==> src/rtl/axi_multiplexer_pkg.sv <==
// Shared definitions for the per-packet stream split/merge blocks.
// Holds the bus width, the beat layout carried through the register slice,
// the FSM state enum and the stream-index width helper.
package axi_multiplexer_pkg;

  localparam int AXI_DATA_BITS = 64;
  localparam int AXI_KEEP_BITS = AXI_DATA_BITS / 8;

  typedef enum logic {
    IDLE    = 1'b0,
    FORWARD = 1'b1
  } mux_state_t;

  // One AXI4-Stream beat as it travels through the output slice.
  typedef struct packed {
    logic [AXI_DATA_BITS-1:0] tdata;
    logic [AXI_KEEP_BITS-1:0] tkeep;
    logic                     tlast;
  } axis_beat_t;

  localparam int AXIS_BEAT_BITS = $bits(axis_beat_t);

  // Width of a stream index; never collapses to zero bits.
  function automatic int stream_idx_bits(input int num_streams);
    return (num_streams > 1) ? $clog2(num_streams) : 1;
  endfunction

endpackage

==> src/rtl/axi_skid_buffer.sv <==
// Generic 2-entry AXI4-Stream register slice (main + skid register).
// Latency: 1 cycle, full throughput while out_ready stays high.
// Backpressure: in_ready comes straight from a flop and drops the cycle after the skid entry fills.
module axi_skid_buffer #(
  parameter int WIDTH = 8
) (
  input  logic             clk,
  input  logic             rst,
  input  logic             in_valid,
  output logic             in_ready,
  input  logic [WIDTH-1:0] in_data,
  output logic             out_valid,
  input  logic             out_ready,
  output logic [WIDTH-1:0] out_data
);

  logic             main_vld;
  logic             skid_vld;
  logic [WIDTH-1:0] main_dat;
  logic [WIDTH-1:0] skid_dat;
  logic             in_fire;

  // Ready depends only on the skid flop, so out_ready never reaches in_ready combinationally.
  assign in_ready  = ~skid_vld;
  assign in_fire   = in_valid & ~skid_vld;
  assign out_valid = main_vld;
  assign out_data  = main_dat;

  // Main register refills from the skid entry first, otherwise from the input; the skid only catches a beat while the main register is stalled.
  always_ff @(posedge clk) begin
    if (rst) begin
      main_vld <= 1'b0;
      skid_vld <= 1'b0;
    end else if (!main_vld || out_ready) begin
      if (skid_vld) begin
        main_dat <= skid_dat;
        main_vld <= 1'b1;
        skid_vld <= 1'b0;
      end else begin
        main_vld <= in_fire;
        if (in_fire) main_dat <= in_data;
      end
    end else if (in_fire) begin
      skid_dat <= in_data;
      skid_vld <= 1'b1;
    end
  end

endmodule

==> src/rtl/axi_multiplexer.sv <==
// Merges NUM_STREAMS AXI4-Stream inputs into one output, a whole packet at a time, in select-token order.
// Latency: 1 cycle input-to-output through a 2-entry register slice; back-to-back packets without bubbles.
// Backpressure: only the selected input sees the slice's registered ready; all other inputs are held off.
module axi_multiplexer
  import axi_multiplexer_pkg::*;
#(
  parameter int NUM_STREAMS = 2
) (
  input  logic                                     clk,
  input  logic                                     rst,
  input  logic                                     select_valid,
  output logic                                     select_ready,
  input  logic [$clog2(NUM_STREAMS)-1:0]           select_data,
  input  logic [NUM_STREAMS-1:0]                   in_tvalid,
  output logic [NUM_STREAMS-1:0]                   in_tready,
  input  logic [NUM_STREAMS-1:0][AXI_DATA_BITS-1:0] in_tdata,
  input  logic [NUM_STREAMS-1:0][AXI_KEEP_BITS-1:0] in_tkeep,
  input  logic [NUM_STREAMS-1:0]                   in_tlast,
  output logic                                     out_tvalid,
  input  logic                                     out_tready,
  output logic [AXI_DATA_BITS-1:0]                 out_tdata,
  output logic [AXI_KEEP_BITS-1:0]                 out_tkeep,
  output logic                                     out_tlast,
  output logic                                     sel_err
);

  localparam int IDX_BITS = stream_idx_bits(NUM_STREAMS);

  mux_state_t          state;
  logic [IDX_BITS-1:0] cur_sel;

  logic       forwarding;
  logic       buf_ready;
  logic       beat_fire;
  logic       last_fire;
  logic       sel_fire;
  logic       sel_in_range;
  axis_beat_t buf_in;
  axis_beat_t buf_out;

  // Reset gates every handshake so nothing is consumed while rst is held.
  assign forwarding   = (state == FORWARD) && !rst;
  assign buf_in       = {in_tdata[cur_sel], in_tkeep[cur_sel], in_tlast[cur_sel]};
  assign beat_fire    = forwarding && in_tvalid[cur_sel] && buf_ready;
  assign last_fire    = beat_fire && in_tlast[cur_sel];

  // A new token is taken while idle, or in the very cycle the current packet's last beat is accepted.
  assign select_ready = !rst && ((state == IDLE) || last_fire);
  assign sel_fire     = select_valid && select_ready;
  assign sel_in_range = int'(select_data) < NUM_STREAMS;
  assign sel_err      = sel_fire && !sel_in_range;

  // Only the active input is connected to the slice's ready.
  always_comb begin
    in_tready          = '0;
    in_tready[cur_sel] = forwarding && buf_ready;
  end

  // Packet-level FSM: latch a valid index, forward until tlast, then take the next token or go idle.
  always_ff @(posedge clk) begin
    if (rst) begin
      state   <= IDLE;
      cur_sel <= '0;
    end else begin
      case (state)
        IDLE: begin
          if (sel_fire && sel_in_range) begin
            cur_sel <= select_data;
            state   <= FORWARD;
          end
        end
        FORWARD: begin
          if (last_fire) begin
            if (sel_fire && sel_in_range) cur_sel <= select_data;
            else                          state   <= IDLE;
          end
        end
        default: state <= IDLE;
      endcase
    end
  end

  axi_skid_buffer #(
    .WIDTH(AXIS_BEAT_BITS)
  ) u_out_slice (
    .clk      (clk),
    .rst      (rst),
    .in_valid (beat_fire),
    .in_ready (buf_ready),
    .in_data  (buf_in),
    .out_valid(out_tvalid),
    .out_ready(out_tready),
    .out_data (buf_out)
  );

  assign out_tdata = buf_out.tdata;
  assign out_tkeep = buf_out.tkeep;
  assign out_tlast = buf_out.tlast;

endmodule

==> config.mk <==
export PLATFORM = sky130hd
export DESIGN_NAME = axi_multiplexer
export DESIGN_NICKNAME = d
export VERILOG_FILES = /design/src/rtl/axi_multiplexer_pkg.sv /design/src/rtl/axi_skid_buffer.sv /design/src/rtl/axi_multiplexer.sv
export SDC_FILE = /design/constraint.sdc
export NUM_CORES = 1
export LEC_CHECK = 0
export CAP_MARGIN = 30
export CORE_UTILIZATION = 45
export CTS_BUF_LIST = sky130_fd_sc_hd__clkbuf_4
export DETAILED_ROUTE_END_ITERATION = 10
export PLACE_DENSITY = 0.78
export SLEW_MARGIN = 20
export SYNTH_ARGS = -nofsm -noshare
export SYNTH_HDL_FRONTEND = slang
export SYNTH_SLANG_ARGS = --single-unit
==> constraint.sdc <==
create_clock -name clk -period 10.71 [get_ports clk]
set_clock_uncertainty 0.2 [all_clocks]
set_input_delay 2.142 -clock clk [delete_from_list [all_inputs] [get_ports clk]]
set_output_delay 2.142 -clock clk [all_outputs]
set_load 0.03 [all_outputs]
# == Word level (Yosys, flattened, before mapping) ==
# Cells that the tools add are included.
# totals
ff_bits,150
latch_bits,0
mem_bits_rw,0
romBits,0
inputBits,153
out_inout_bits,78
word_cells,50
mem_count,0
# classes
addsub,0
multipliers,0
n_div,0
order_cmp,2
n_eq_ne,1
shift,0
muxes,19
bitwise_logic,6
n_reduce_logical,16
# op_table
operator,count
73-bit 2-to-1 mux,2
64-bit 2-to-1 mux,2
8-bit 2-to-1 mux,2
1-bit 2-to-1 mux,10
1-bit logical AND,8
3-bit AND reduction,2
1-bit NOT,4
1-bit one-hot mux with 2 select lines,2
2-bit bitwise AND,1
1-bit logical NOT,2
1-bit logical OR,2
"1-bit by 2-bit < comparator with 1-bit output, second input constant",1
"2-bit by 1-bit != test with 1-bit output, second input constant",1
2-bit nonzero test,1
2-bit OR reduction,1
1-bit bitwise AND,1
1-bit demux with 1-bit select,1
"1-bit >= comparator, second input constant",1

# == Longest topological paths before layout ==
# logic_depth
ltp_word,11
ltp_mapped,6
depth_no_buf,3

# == Cells and area by module ==
# Synthesis repeated with hierarchy kept, for this count alone.
# hier_totals
cells_unflattened,340
area_unflattened_um2,6576.3
# modules_own_cells
module,instances,cells_each,area_each_um2,seq_area_each_um2
axi_skid_buffer,1,237,5502.8,4424.2
axi_multiplexer,1,103,1073.5,40.0

# == Worst setup path before layout ==
# Ideal clock, no wire load.
# synth_path
kind,input to register
from,input rst
to,register u_out_slice.skid_dat[0] (enable)
setup_time_ns,0.594
arrival_ns,7.678
required_ns,9.916
slack_ns,2.238
cell_stages,3
path_cell_list,nor3b_1 -> nand2_1 -> nor3_1
# synth_between
elab_chain_len,6
word_cells_on_any_way,7
cone_classes,bitwise: 2; reduce/logical: 5
# synth_rtl
element,line_no,text
from (decl),axi_multiplexer.sv:10,"input logic rst,"
1-bit logical NOT,axi_multiplexer.sv:42,assign forwarding = (state == FORWARD) && !rst;
1-bit logical AND,axi_multiplexer.sv:42,
1-bit logical AND (2 in series),axi_multiplexer.sv:44,assign beat_fire = forwarding && in_tvalid[cur_sel] && buf_ready;
1-bit bitwise AND,axi_skid_buffer.sv:25,assign in_fire = in_valid & ~skid_vld;
3-bit AND reduction (no line) (*),--,
to (signal assigned),axi_skid_buffer.sv:44,skid_dat <= in_data;
to (decl),axi_skid_buffer.sv:20,logic [WIDTH-1:0] skid_dat;
# Every way passes the cells marked *; elsewhere a longest branch is shown, timed or not.
# A chain may end at the register's enable or synchronous reset.

# == Worst setup path in the final report ==
# layout_path
from,input rst
to,output select_ready
# layout_between
elab_chain_len,7
# layout_rtl
element,line_no,text
1-bit logical NOT (*),"axi_multiplexer.sv:42, axi_multiplexer.sv:48",
1-bit logical AND,axi_multiplexer.sv:42,
1-bit logical AND (2 in series),axi_multiplexer.sv:44,
1-bit logical AND,axi_multiplexer.sv:45,assign last_fire = beat_fire && in_tlast[cur_sel];
1-bit logical OR,axi_multiplexer.sv:48,assign select_ready = !rst && ((state == IDLE) || last_fire);
1-bit logical AND (*),axi_multiplexer.sv:48,
to (decl),axi_multiplexer.sv:12,"output logic select_ready,"
# Marks and branches as above.

==> impl_metrics.tcl <==
set metrics [dict create \
    die-area_um2 15100 \
    drc 0 \
    cts_setup_buffers 0 \
    viasPerCell 5.03 \
    drt-initial-drc-count 225 \
    p_per_area_nw_per_um2 136 \
    fp-row-count 43 \
    crit_type "in2out" \
    period_share_pct 63.0 \
    slew_violations 0 \
    max_freq_mhz 148 \
    synth_cells 341 \
    gp_congestion 0.755 \
    rsz0062_at_grt "false" \
    hold_viol 0 \
    wire_per_inst_um 17.1 \
    portBuffers 229 \
    drive_above_1_share_pct 31.9 \
    path_buf_inv 2 \
    cts_root_buf "clkbuf_4" \
    ys_seq_area_share_pct 68.0 \
    antennaDiodeCount 0 \
    synth_nets 494 \
    cp-end-kind "output port" \
    yosysWarnings 0 \
    yosys.area.top_type_share_pct 66.8 \
    clkSinkCount 150 \
    combPwrFrac_pct 15.3 \
    start_kind "primary input" \
    worstMarginPinSlew_ns 0.719 \
    antenna_left 0 \
    synthArstFlopShare_pct 0 \
    yosysMostFrequentCell "edfxtp_1" \
    power.leakage_nw 3.19 \
    clockPowerShare_pct 32.0 \
    synth_area_leader_cell "edfxtp_1" \
    power_mw 1.27 \
    hold_buffers 0 \
    p_sw_mw 0.273 \
    hp-class "reg2reg" \
    cap_violations 0 \
    cp_top_family "buffers and inverters" \
    stdcell_area_um2 9360 \
    worst-path-max-fanout 11 \
    nFillCells 1007 \
    hpwl_um 9250 \
    max_stage_delay_ns 0.68 \
    path_common_cell "clkdlybuf4s50_1" \
    clk_latency_ns 0.52 \
    die-height_um 123 \
    fin_setup_tns_ns 0 \
    h-tree-depth 4 \
    synth_edf_count 146 \
    cellInternalPower_mw 1.00 \
    placed_cell_area_um2 8990 \
    required_ns 8.37 \
    ir_drop_mv 0.0720 \
    finalWirelength_um 13100 \
    slowest_stage "clkdlybuf4s50_1" \
    status "finished, final reports clean" \
    ys_ff_latch 150 \
    ys.flop_type "edfxtp_1" \
    area_delta_synth_final_pct 42.7 \
    yosysUniqueCellTypes 26 \
    fin_ws_ns 3.96 \
    grt_remaining_overflow 0 \
    start_util_pct 46.7 \
    period_minus_slack_ns 6.75 \
    antenna_found_initial 0 \
    relSlewSlack_pct 52.1 \
    grt_pass1_wl_um 19800 \
    track_usage_pct 17.9 \
    grt_max_degree 76 \
    syn_area_per_cell_um2 19.2 \
    dp.cells 736 \
    dr.pass1.iters 4 \
    cts_tree "yes" \
    setup_violations 0 \
    num_vias 3870 \
    cts_buffer_depth 2 \
    timing.hold.ws_ns 0.354 \
    synth.area.top_cells "edfxtp_1 67%, mux2_2 19%, mux2_4 8.5%" \
    fin_util_pct 66.7 \
    final-instance-count-excl-fill 769 \
    cts_buffers 17 \
    p_seq_share_pct 52.8 \
    arrival_ns 4.41 \
    nets 729 \
    sw_frac_of_total_pct 21.4 \
    ctsResizeCount 0 \
    synthTopCellsByCount "146 x edfxtp_1, 110 x mux2_2, 37 x mux2_4" \
    crit_path_cell_trace "clkdlybuf4s50_1, nor3b_1, nand3_1, a21oi_1, clkdlybuf4s50_1" \
    io_pins 231 \
    synth_area_um2 6560 \
    pre_cts_slack_ns 4.02 \
    fp.dieW_um 123 \
    path_clk_slew_ns 0.12 \
    core_um2 14000 \
    grt_pass1_vias 3970 \
]
==> logic make-up after synthesis <==
family                 after synthesis  synth area share [%]
DFF                                150                  68.0
AOI/OAI and AO/OA                    5                 0.477
other                                1                0.0572
and+or+nand+nor                     18                  1.77
muxes                              147                  27.3
buffers and inverters               20                  2.31
==> layout make-up <==
| cell class | instances | area [µm²] | area share [%] |
|---|---|---|---|
| Clock inverter | 13 | 204 | 2.18 |
| Timing Repair Buffer | 235 | 2360 | 25.2 |
| Clock buffer | 19 | 143 | 1.52 |
| Sequential cell | 150 | 4470 | 47.8 |
| Inverter | 1 | 3.75 | 0.0401 |
| Multi-Input combinational cell | 171 | 1960 | 20.9 |
| Tap cell | 180 | 225 | 2.41 |
==> metal layers <==
metal | share of wire (%) | up-vias | track usage (%) | wire length (µm)
li1 | - | 1817 | - | -
met1 | 37 | 1846 | 19.9 | 4890
met2 | 51 | 172 | 31.0 | 6770
met3 | 8.4 | 35 | 5.67 | 1100
met4 | 2.9 | 0 | 8.77 | 383
met5 | 0 | - | 0 | 0
==> state kept, by name, summed over array words and instances (netlist names) <==
name and count:
u_out_slice.skid_dat 73, u_out_slice.out_data 73, cur_sel 1, u_out_slice.skid_vld 1, state 1, u_out_slice.out_valid 1
==> worst paths after layout <==
path / start / endpoint / slack (ns) / cells past startpoint
worst min register to register: u_out_slice.skid_dat[1] / u_out_slice.out_data[1] / 0.35 / 1
worst min-delay path: u_out_slice.skid_dat[1] / u_out_slice.out_data[1] / 0.35 / 1
worst max-delay path: rst / select_ready / 3.96 / 5
worst max register to register: u_out_slice.skid_vld / u_out_slice.skid_dat[33] / 7.87 / 5
==> placed cells by master, fill, tap and decap left out, drive strengths merged, types with 2 or more instances in the layout <==
master,netlist,layout
nand3b,2,2
bufinv,0,5
a21oi,4,4
mux2,147,147
clkinv,0,5
nand2b,2,2
edfxtp,146,146
clkbuf,2,19
buf,17,6
clkinvlp,0,2
inv,1,2
clkdlybuf4s50,0,229
nor3,4,4
dfxtp,4,4
==> power by group through the flow <==
stage | clock network (mW) | registers, mW | logic [mW]
after floorplan | 0 | 0.702 | 0.0961
after global routing | 0.442 | 0.674 | 0.209
after CTS | 0.420 | 0.674 | 0.197
after detailed placement | 0 | 0.687 | 0.197
after global placement | 0 | 0.686 | 0.191
final | 0.407 | 0.673 | 0.195
Note: power is estimated with default switching activity, not from simulation.
